**src/rtl/udcounter_if.sv**
```systemverilog
// Control and status bundle for the up/down modulo counter.
// The counter sits on the slave side; whoever sequences it uses the master side.
interface udcounter_if #(
  parameter int N = 4
);
  logic         en;
  logic         up;
  logic         load;
  logic [N-1:0] d;
  logic [N-1:0] mod_val;
  logic         sat;
  logic [N-1:0] q;
  logic         tc;
  logic         wrap;

  modport master (
    output en, up, load, d, mod_val, sat,
    input  q, tc, wrap
  );

  modport slave (
    input  en, up, load, d, mod_val, sat,
    output q, tc, wrap
  );
endinterface

```
**src/rtl/udcounter.sv**
```systemverilog
// Up/down modulo counter with parallel load, wrap/saturate and a cascade terminal count.
// The count range is 0..mod_val; tc is combinational so a chained stage steps on the same edge.
module udcounter #(
  parameter int           N         = 4,
  parameter logic [N-1:0] RESET_VAL = '0
) (
  input  logic        clk,
  input  logic        rst_n,
  udcounter_if.slave  bus
);

  logic [N-1:0] q_r;
  logic [N-1:0] q_nxt;
  logic         wrap_r;
  logic         wrap_nxt;
  logic         at_top;
  logic         at_zero;
  logic         above_top;
  logic [N-1:0] load_val;

  assign at_top    = (q_r >= bus.mod_val);
  assign above_top = (q_r >  bus.mod_val);
  assign at_zero   = (q_r == '0);
  assign load_val  = (bus.d > bus.mod_val) ? bus.mod_val : bus.d;

  always_comb begin
    q_nxt    = q_r;
    wrap_nxt = 1'b0;
    if (bus.load) begin
      q_nxt = load_val;
    end else if (bus.en) begin
      if (bus.up) begin
        if (!at_top) begin
          q_nxt = q_r + 1'b1;
        end else if (bus.sat) begin
          q_nxt = bus.mod_val;
        end else begin
          q_nxt    = '0;
          wrap_nxt = 1'b1;
        end
      end else begin
        // Zero is checked first so mod_val = 0 with sat = 0 still wraps every step.
        if (at_zero) begin
          if (bus.sat) begin
            q_nxt = '0;
          end else begin
            q_nxt    = bus.mod_val;
            wrap_nxt = 1'b1;
          end
        end else if (above_top) begin
          q_nxt = bus.mod_val;
        end else begin
          q_nxt = q_r - 1'b1;
        end
      end
    end
  end

  always_ff @(posedge clk or negedge rst_n) begin
    if (!rst_n) begin
      q_r    <= RESET_VAL;
      wrap_r <= 1'b0;
    end else begin
      q_r    <= q_nxt;
      wrap_r <= wrap_nxt;
    end
  end

  assign bus.q    = q_r;
  assign bus.wrap = wrap_r;
  assign bus.tc   = bus.en & ~bus.load & (bus.up ? at_top : at_zero);

endmodule
```
**src/flat_wrapper.sv**
```systemverilog
// flat-port wrapper written by rule: the top's interface ports become plain ports
module udcounter_flat 
#(
  parameter int           N         = 4,
  parameter logic [N-1:0] RESET_VAL = '0
)
  (clk, rst_n, bus_en, bus_up, bus_load, bus_d, bus_mod_val, bus_sat, bus_q, bus_tc, bus_wrap);
  udcounter_if #(.N(N)) bus_i ();
  input  logic clk;
  input  logic rst_n;
  input wire logic [$bits(bus_i.en)-1:0] bus_en;
  input wire logic [$bits(bus_i.up)-1:0] bus_up;
  input wire logic [$bits(bus_i.load)-1:0] bus_load;
  input wire logic [$bits(bus_i.d)-1:0] bus_d;
  input wire logic [$bits(bus_i.mod_val)-1:0] bus_mod_val;
  input wire logic [$bits(bus_i.sat)-1:0] bus_sat;
  output wire logic [$bits(bus_i.q)-1:0] bus_q;
  output wire logic [$bits(bus_i.tc)-1:0] bus_tc;
  output wire logic [$bits(bus_i.wrap)-1:0] bus_wrap;
  assign bus_i.en = bus_en;
  assign bus_i.up = bus_up;
  assign bus_i.load = bus_load;
  assign bus_i.d = bus_d;
  assign bus_i.mod_val = bus_mod_val;
  assign bus_i.sat = bus_sat;
  assign bus_q = bus_i.q;
  assign bus_tc = bus_i.tc;
  assign bus_wrap = bus_i.wrap;
  udcounter #(.N(N), .RESET_VAL(RESET_VAL)) u_core (.clk(clk), .rst_n(rst_n), .bus(bus_i));
endmodule
```
**config.mk**
```make
export PLATFORM = sky130hd
export DESIGN_NAME = udcounter_flat
export DESIGN_NICKNAME = d
export VERILOG_FILES = /design/src/rtl/udcounter_if.sv /design/src/rtl/udcounter.sv /design/src/flat_wrapper.sv
export SDC_FILE = /design/constraint.sdc
export NUM_CORES = 1
export LEC_CHECK = 0
export CAP_MARGIN = 15
export CORE_UTILIZATION = 50
export CTS_BUF_LIST = sky130_fd_sc_hd__clkbuf_4
export CTS_CLUSTER_DIAMETER = 40
export CTS_CLUSTER_SIZE = 10
export DETAILED_ROUTE_END_ITERATION = 16
export GPL_TIMING_DRIVEN = 0
export PLACE_DENSITY = 0.81
export SLEW_MARGIN = 20
export SYNTH_ARGS = -nofsm -noshare
export SYNTH_HDL_FRONTEND = slang
export SYNTH_SLANG_ARGS = --single-unit
```
**constraint.sdc**
```tcl
create_clock -name clk -period 2.7 [get_ports clk]
set_input_delay 0.27 -clock clk [delete_from_list [all_inputs] [get_ports clk]]
set_output_delay 0.27 -clock clk [all_outputs]
set_load 0.005 [all_outputs]
```
# Word level (Yosys, flattened, before mapping)
# Index checks and enable logic that the tools add are counted.
totals:
  reg_bits: 5
  inputBits: 14
  out_inout_bits: 6
  word_cells: 28
classes:
  addsub: 2
  magnitude_cmp: 3
  n_mux: 16
  bitwise: 3
  reduce_logical: 2
op_table:
  columns: ["cell", "count"]
  rows:
  - ["$mux W4", 9]
  - ["$gt A4 B4 Y1", 2]
  - ["$mux W1", 7]
  - ["$add A4 B1 Y4 const B", 1]
  - ["$ge A4 B4 Y1", 1]
  - ["$logic_not A4 Y1", 1]
  - ["$sub A4 B1 Y4 const B", 1]
  - ["$and A1 B1 Y1", 2]
  - ["$reduce_bool A2 Y1", 1]
  - ["$not A1 Y1", 1]

# Longest topological paths before layout
depth:
  word_depth: 6
  depth_mapped: 9
  depth_no_buf: 8

# Least setup slack after synthesis
# No wires, ideal clock.
synth_path:
  path_type: "flip-flop to flip-flop"
  startpoint: "register u_core.q_r[1], in the netlist u_core.bus.q[1]"
  endpoint: "register u_core.q_r[1], in the netlist u_core.bus.q[1]"
  setup_ps: 139
  arrival_time_ps: 1823
  required_ps: 2561
  setup_slack_ps: 738
  path_stages_with_launch: 9
  path_buffers: 1
  period_less_slack_ps: 1962
  cell_sequence: "dfrtp_1 > ha_1 > nor2b_4 > o211ai_4 > and3_1 > buf_6 > mux2i_1 > a2111oi_2 > a221oi_2"
synth_between:
  elab_chain_cells: 6
  elab_cells_between_ends: 11
  cone_classes: "2 x add/sub; 2 x order compare; 6 x mux; 1 x reduce/logical"
synth_rtl:
  columns: ["item", "line", "rtl"]
  rows:
  - ["start, declared", "udcounter.sv:12", "logic [N-1:0] q_r;"]
  - ["start signal, assigned", "udcounter.sv:64", "q_r <= q_nxt;"]
  - ["$sub A4 B1 Y4 / $gt A4 B4 Y1 (equally long branches)", "udcounter.sv:53, udcounter.sv:22", null]
  - ["$mux W4", "udcounter.sv:50", "end else if (above_top) begin"]
  - ["$mux W4", "udcounter.sv:43", "if (at_zero) begin"]
  - ["$mux W4 (*)", "udcounter.sv:32", "if (bus.up) begin"]
  - ["$mux W4 (*)", "udcounter.sv:31", "end else if (bus.en) begin"]
  - ["$mux W4 (*)", "udcounter.sv:29", "if (bus.load) begin"]
# Every way passes the cells marked *; elsewhere a longest branch is shown, timed or not. The select of a mux whose other input is x is not followed.
# A chain may end at the register's enable or synchronous reset.

# Worst setup path in the final report
layout_path:
  startpoint: "input port bus_mod_val[2]"
  endpoint: "output port bus_tc"
layout_between:
  elab_chain_cells: 3
layout_rtl:
  columns: ["item", "line", "rtl"]
  rows:
  - ["start, declared", "flat_wrapper.sv:15", "input wire logic [$bits(bus_i.mod_val)-1:0] bus_mod_val;"]
  - ["$ge A4 B4 Y1", "udcounter.sv:21", "assign at_top = (q_r >= bus.mod_val);"]
  - ["$mux W1", "udcounter.sv:71", "assign bus.tc = bus.en & ~bus.load & (bus.up ? at_top : at_zero);"]
  - ["$and A1 B1 Y1", "udcounter.sv:71", null]
  - ["end, declared", "flat_wrapper.sv:18", "output wire logic [$bits(bus_i.tc)-1:0] bus_tc;"]
# No other way between the ends.

==> results <==
-- routing by layer --
metal  track usage  part of all wire  vias to the layer above  routed length [µm]
li1              -                 -                      405                   -
met1        0.3209              0.40                      382                 818
met2        0.4492              0.51                       48                1033
met3       0.06466             0.084                        4                 171
met4       0.03750            0.0059                        0                  12
met5             0                 0                        -                   0
-- critical path: cells and delay by family --
kind                       cells  cell delay [ns]
AOI/OAI and AO/OA              1             0.24
and+or+nand+nor                2             0.36
buffers and inverters          4             1.08
adders and majority gates      1             0.32
-- power by group through the flow --
stage | logic [mW] | registers, mW | clock network, mW
floorplan | 0.220 | 0.106 | 0
global placement | 0.307 | 0.109 | 0
detailed placement | 0.316 | 0.110 | 0
CTS | 0.329 | 0.112 | 0.0993
global route | 0.363 | 0.115 | 0.105
finish | 0.333 | 0.112 | 0.0944
-- path summary, 6_finish.rpt --
path | from | endpoint | slack [ns] | depth (start not counted)
worst min-delay path | rst_n | u_core.bus.q[2] | 0.25 | 1
worst max-delay path | bus_mod_val[2] | bus_tc | 0.15 | 8
max in group asynchronous | rst_n | u_core.bus.q[1] | 2.25 | 1
min in group clk | bus_d[0] | u_core.bus.q[0] | 0.74 | 3
worst min register to register | u_core.bus.q[1] | u_core.bus.q[1] | 0.74 | 2
worst max register to register | u_core.bus.q[1] | u_core.bus.q[1] | 0.55 | 8
-- timing repair --
| item | in CTS | in global routing |
|---|---|---|
| resized for setup | 5 | 0 |
| hold endpoints to repair | 0 | 0 |
| setup buffers | 0 | 0 |
| setup endpoints to repair | 1 | 0 |
-- cells in the final DEF (no fill, tap or decap), types with 2 or more instances in the layout --
cell type	instances
nand2_1	7
a31oi_1	2
a21o_1	2
clkbuf_4	4
nor2_1	9
xor2_1	3
dfrtp_1	5
nand2b_1	2
nand3_1	3
clkdlybuf4s50_1	18
ha_4	2
o21ai_0	3
nand4_1	2
and3_1	2
mux2_2	2
a21oi_1	4
o21ai_1	2
inv_1	9
ha_1	9
mux2i_1	5
buf_6	2
-- registers in the layout (all words and copies together), names as in the netlist --
name,flops
u_core.bus.q,4
u_core.bus.wrap,1
-- cell families (layout without fill, tap and decap cells) --
group,after synthesis,count (layout),synth area share
AND/OR/NAND/NOR,32,32,0.2133
AO/OA/AOI/OAI,26,26,0.2658
buffers and inverters,12,35,0.07418
adder cells (fa/ha/maj),11,11,0.1700
multiplexers,7,7,0.08965
flip-flops,5,5,0.1546
XOR/XNOR,3,3,0.03246
-- final cells by class --
cell class | instances | area [µm²] | area share
multi-input combinational | 79 | 654.4 | 0.6067
timing repair buffer | 19 | 188.9 | 0.1752
sequential | 5 | 125.1 | 0.1160
inverter | 9 | 33.78 | 0.03132
clock buffer | 4 | 30.03 | 0.02784
buffer | 3 | 26.28 | 0.02436
tap | 16 | 20.02 | 0.01856
-- stage by stage --
stage / hold WS, ns / power (mW) / instance area [µm²] / instances / utilization
after floorplan: -0.02559 / 0.3255 / 809.5 / 96 / -
after detailed placement: 0.5104 / 0.4258 / 1020 / 131 / 0.6769
after CTS: 0.2499 / 0.5398 / 1079 / 135 / 0.7159
after global placement: 0.5040 / 0.4165 / 1020 / 131 / 0.6769
after global routing: 0.2503 / 0.5830 / 1079 / 135 / 0.7159
final: 0.2514 / 0.5392 / 1079 / 135 / 0.7159
==> summary.txt <==
Run status
  • Status: complete, no violations

Logic synthesis
  • Yosys warnings: 0
  • Distinct cell type count of the synthesized netlist: 39
  • Synth area leader: ha_1
  • Most common cell in the netlist: ha_1
  • Post-synth EDFFs: 0
  • Synth Instances: 96
  • Sequential area share after synthesis: 0.1546
  • Synth async-reset ratio: 1.000
  • Synth Area per Inst: 8.433 µm²
  • Synthesized flop and latch total: 5
  • Synthesized area: around 810 µm²
  • Synthesized net count: ~120
  • Top post-synthesis cells by count: 11 x ha_1, 9 x inv_1, 9 x nor2_1, 7 x nand2_1
  • Synth top area share: 0.1700
  • Top post-synthesis cells by area: ha_1 17%, dfrtp_1 15%, mux2i_1 6.2%
  • Primary FF master, synth: dfrtp_1

Detailed routing
  • # DRC: 0
  • Average via count per standard cell: 6.215
  • Post-DRT Antenna Nets: 0
  • Iteration count of the initial detailed-routing pass: 4
  • Initial DRC count: 33
  • Post-Route WL: 2036 µm
  • WL per Instance: 15.08 µm
  • Vias: 839

Final layout
  • N_diodes: 0
  • Filler instances: 142
  • Layout cells sized above 1: 0.1597
  • Fin nets: 145
  • Syn-to-layout area delta: 33.23%

Power
  • IR drop worst, VDD: around 0.00043 V
  • Clock share of power: 0.175
  • Switching part of the total: 0.4036
  • Lkg Pwr: 0.4872 nW
  • Sequential share of power: 0.208
  • Sw power: 217.6 µW
  • Power per cell area: 500.0 mW/mm²
  • Cell-internal power: 321.6 µW
  • Combinational power share: 0.617

Timing
  • Measured slew at the worst slew-check pin: between 0.4 and 0.5 ns
  • Final Max Tran Viols: 0
  • Final worst path period share: 0.9450
  • Post-route worst setup slack: 0.1486 ns
  • RSZ-0062 raised after global routing: false
  • F_max: roughly 400 MHz
  • Setup TNS: 0 ns
  • Slew HR: 0.7151
  • Clock Skew: 0.005538 ns
  • Setup violators final: 0
  • Period minus WS final: 2.551 ns
  • Final hold vios: 0

Worst setup path
  • Worst path slowest cell: clkdlybuf4s50_1
  • CP endpoint kind: primary output
  • WS Path Type: in -> out
  • Critical path cell sequence: clkdlybuf4s50_1 > inv_1 > ha_4 > nand4_1 > and3_1 > buf_6 > a211oi_2 > dlygate4sd2_1
  • CP Launch Type: input pin
  • Crit Path Max Fanout: 7
  • Worst endpoint required time: 2.43 ns
  • Worst Path Arrival: 2.28 ns
  • Slowest stage delay, CP: 0.54 ns

Floorplanning
  • Core region area: 0.001506 mm²
  • Initial Utilization: 0.5374
  • Height of the die: 42.24 µm
  • Die Wd: 42.24 µm
  • Top-level I/O count: 20
  • Full die area: 0.001784 mm²
  • Row cnt: 14

Clocking
  • Hold buffer count at CTS: 0
  • Clock root buffer: clkbuf_4
  • Worst-path clk slew: 0.04 ns
  • CTS tree: yes
  • Clk Latency, worst-skew pair: roughly 0.24 ns
  • # clock sinks: 5
  • Total number of H-tree levels: 1
  • Max Root-Sink Buffers: 2
  • Cts bufs inserted: 3

Hold path
  • Hold WC Path Type: in -> async

GRT
  • GR Overflow Total: 0
  • Tot GR Track Use: 0.2560
  • Largest net degree at the start of global routing: 11
  • Initial antenna violation count: 0
  • First-pass GRT wire length: around 3500 µm
  • Vias in the first global route: 792

Place
  • GPL Wtd Cong: 0.8996
  • Final HPWL DP: 1676 µm
  • Dpl ws: -0.2629 ns
  • Port Buffers: 19

Job
  • Max cap viols: 0
Power figures use the tool's default switching activity.
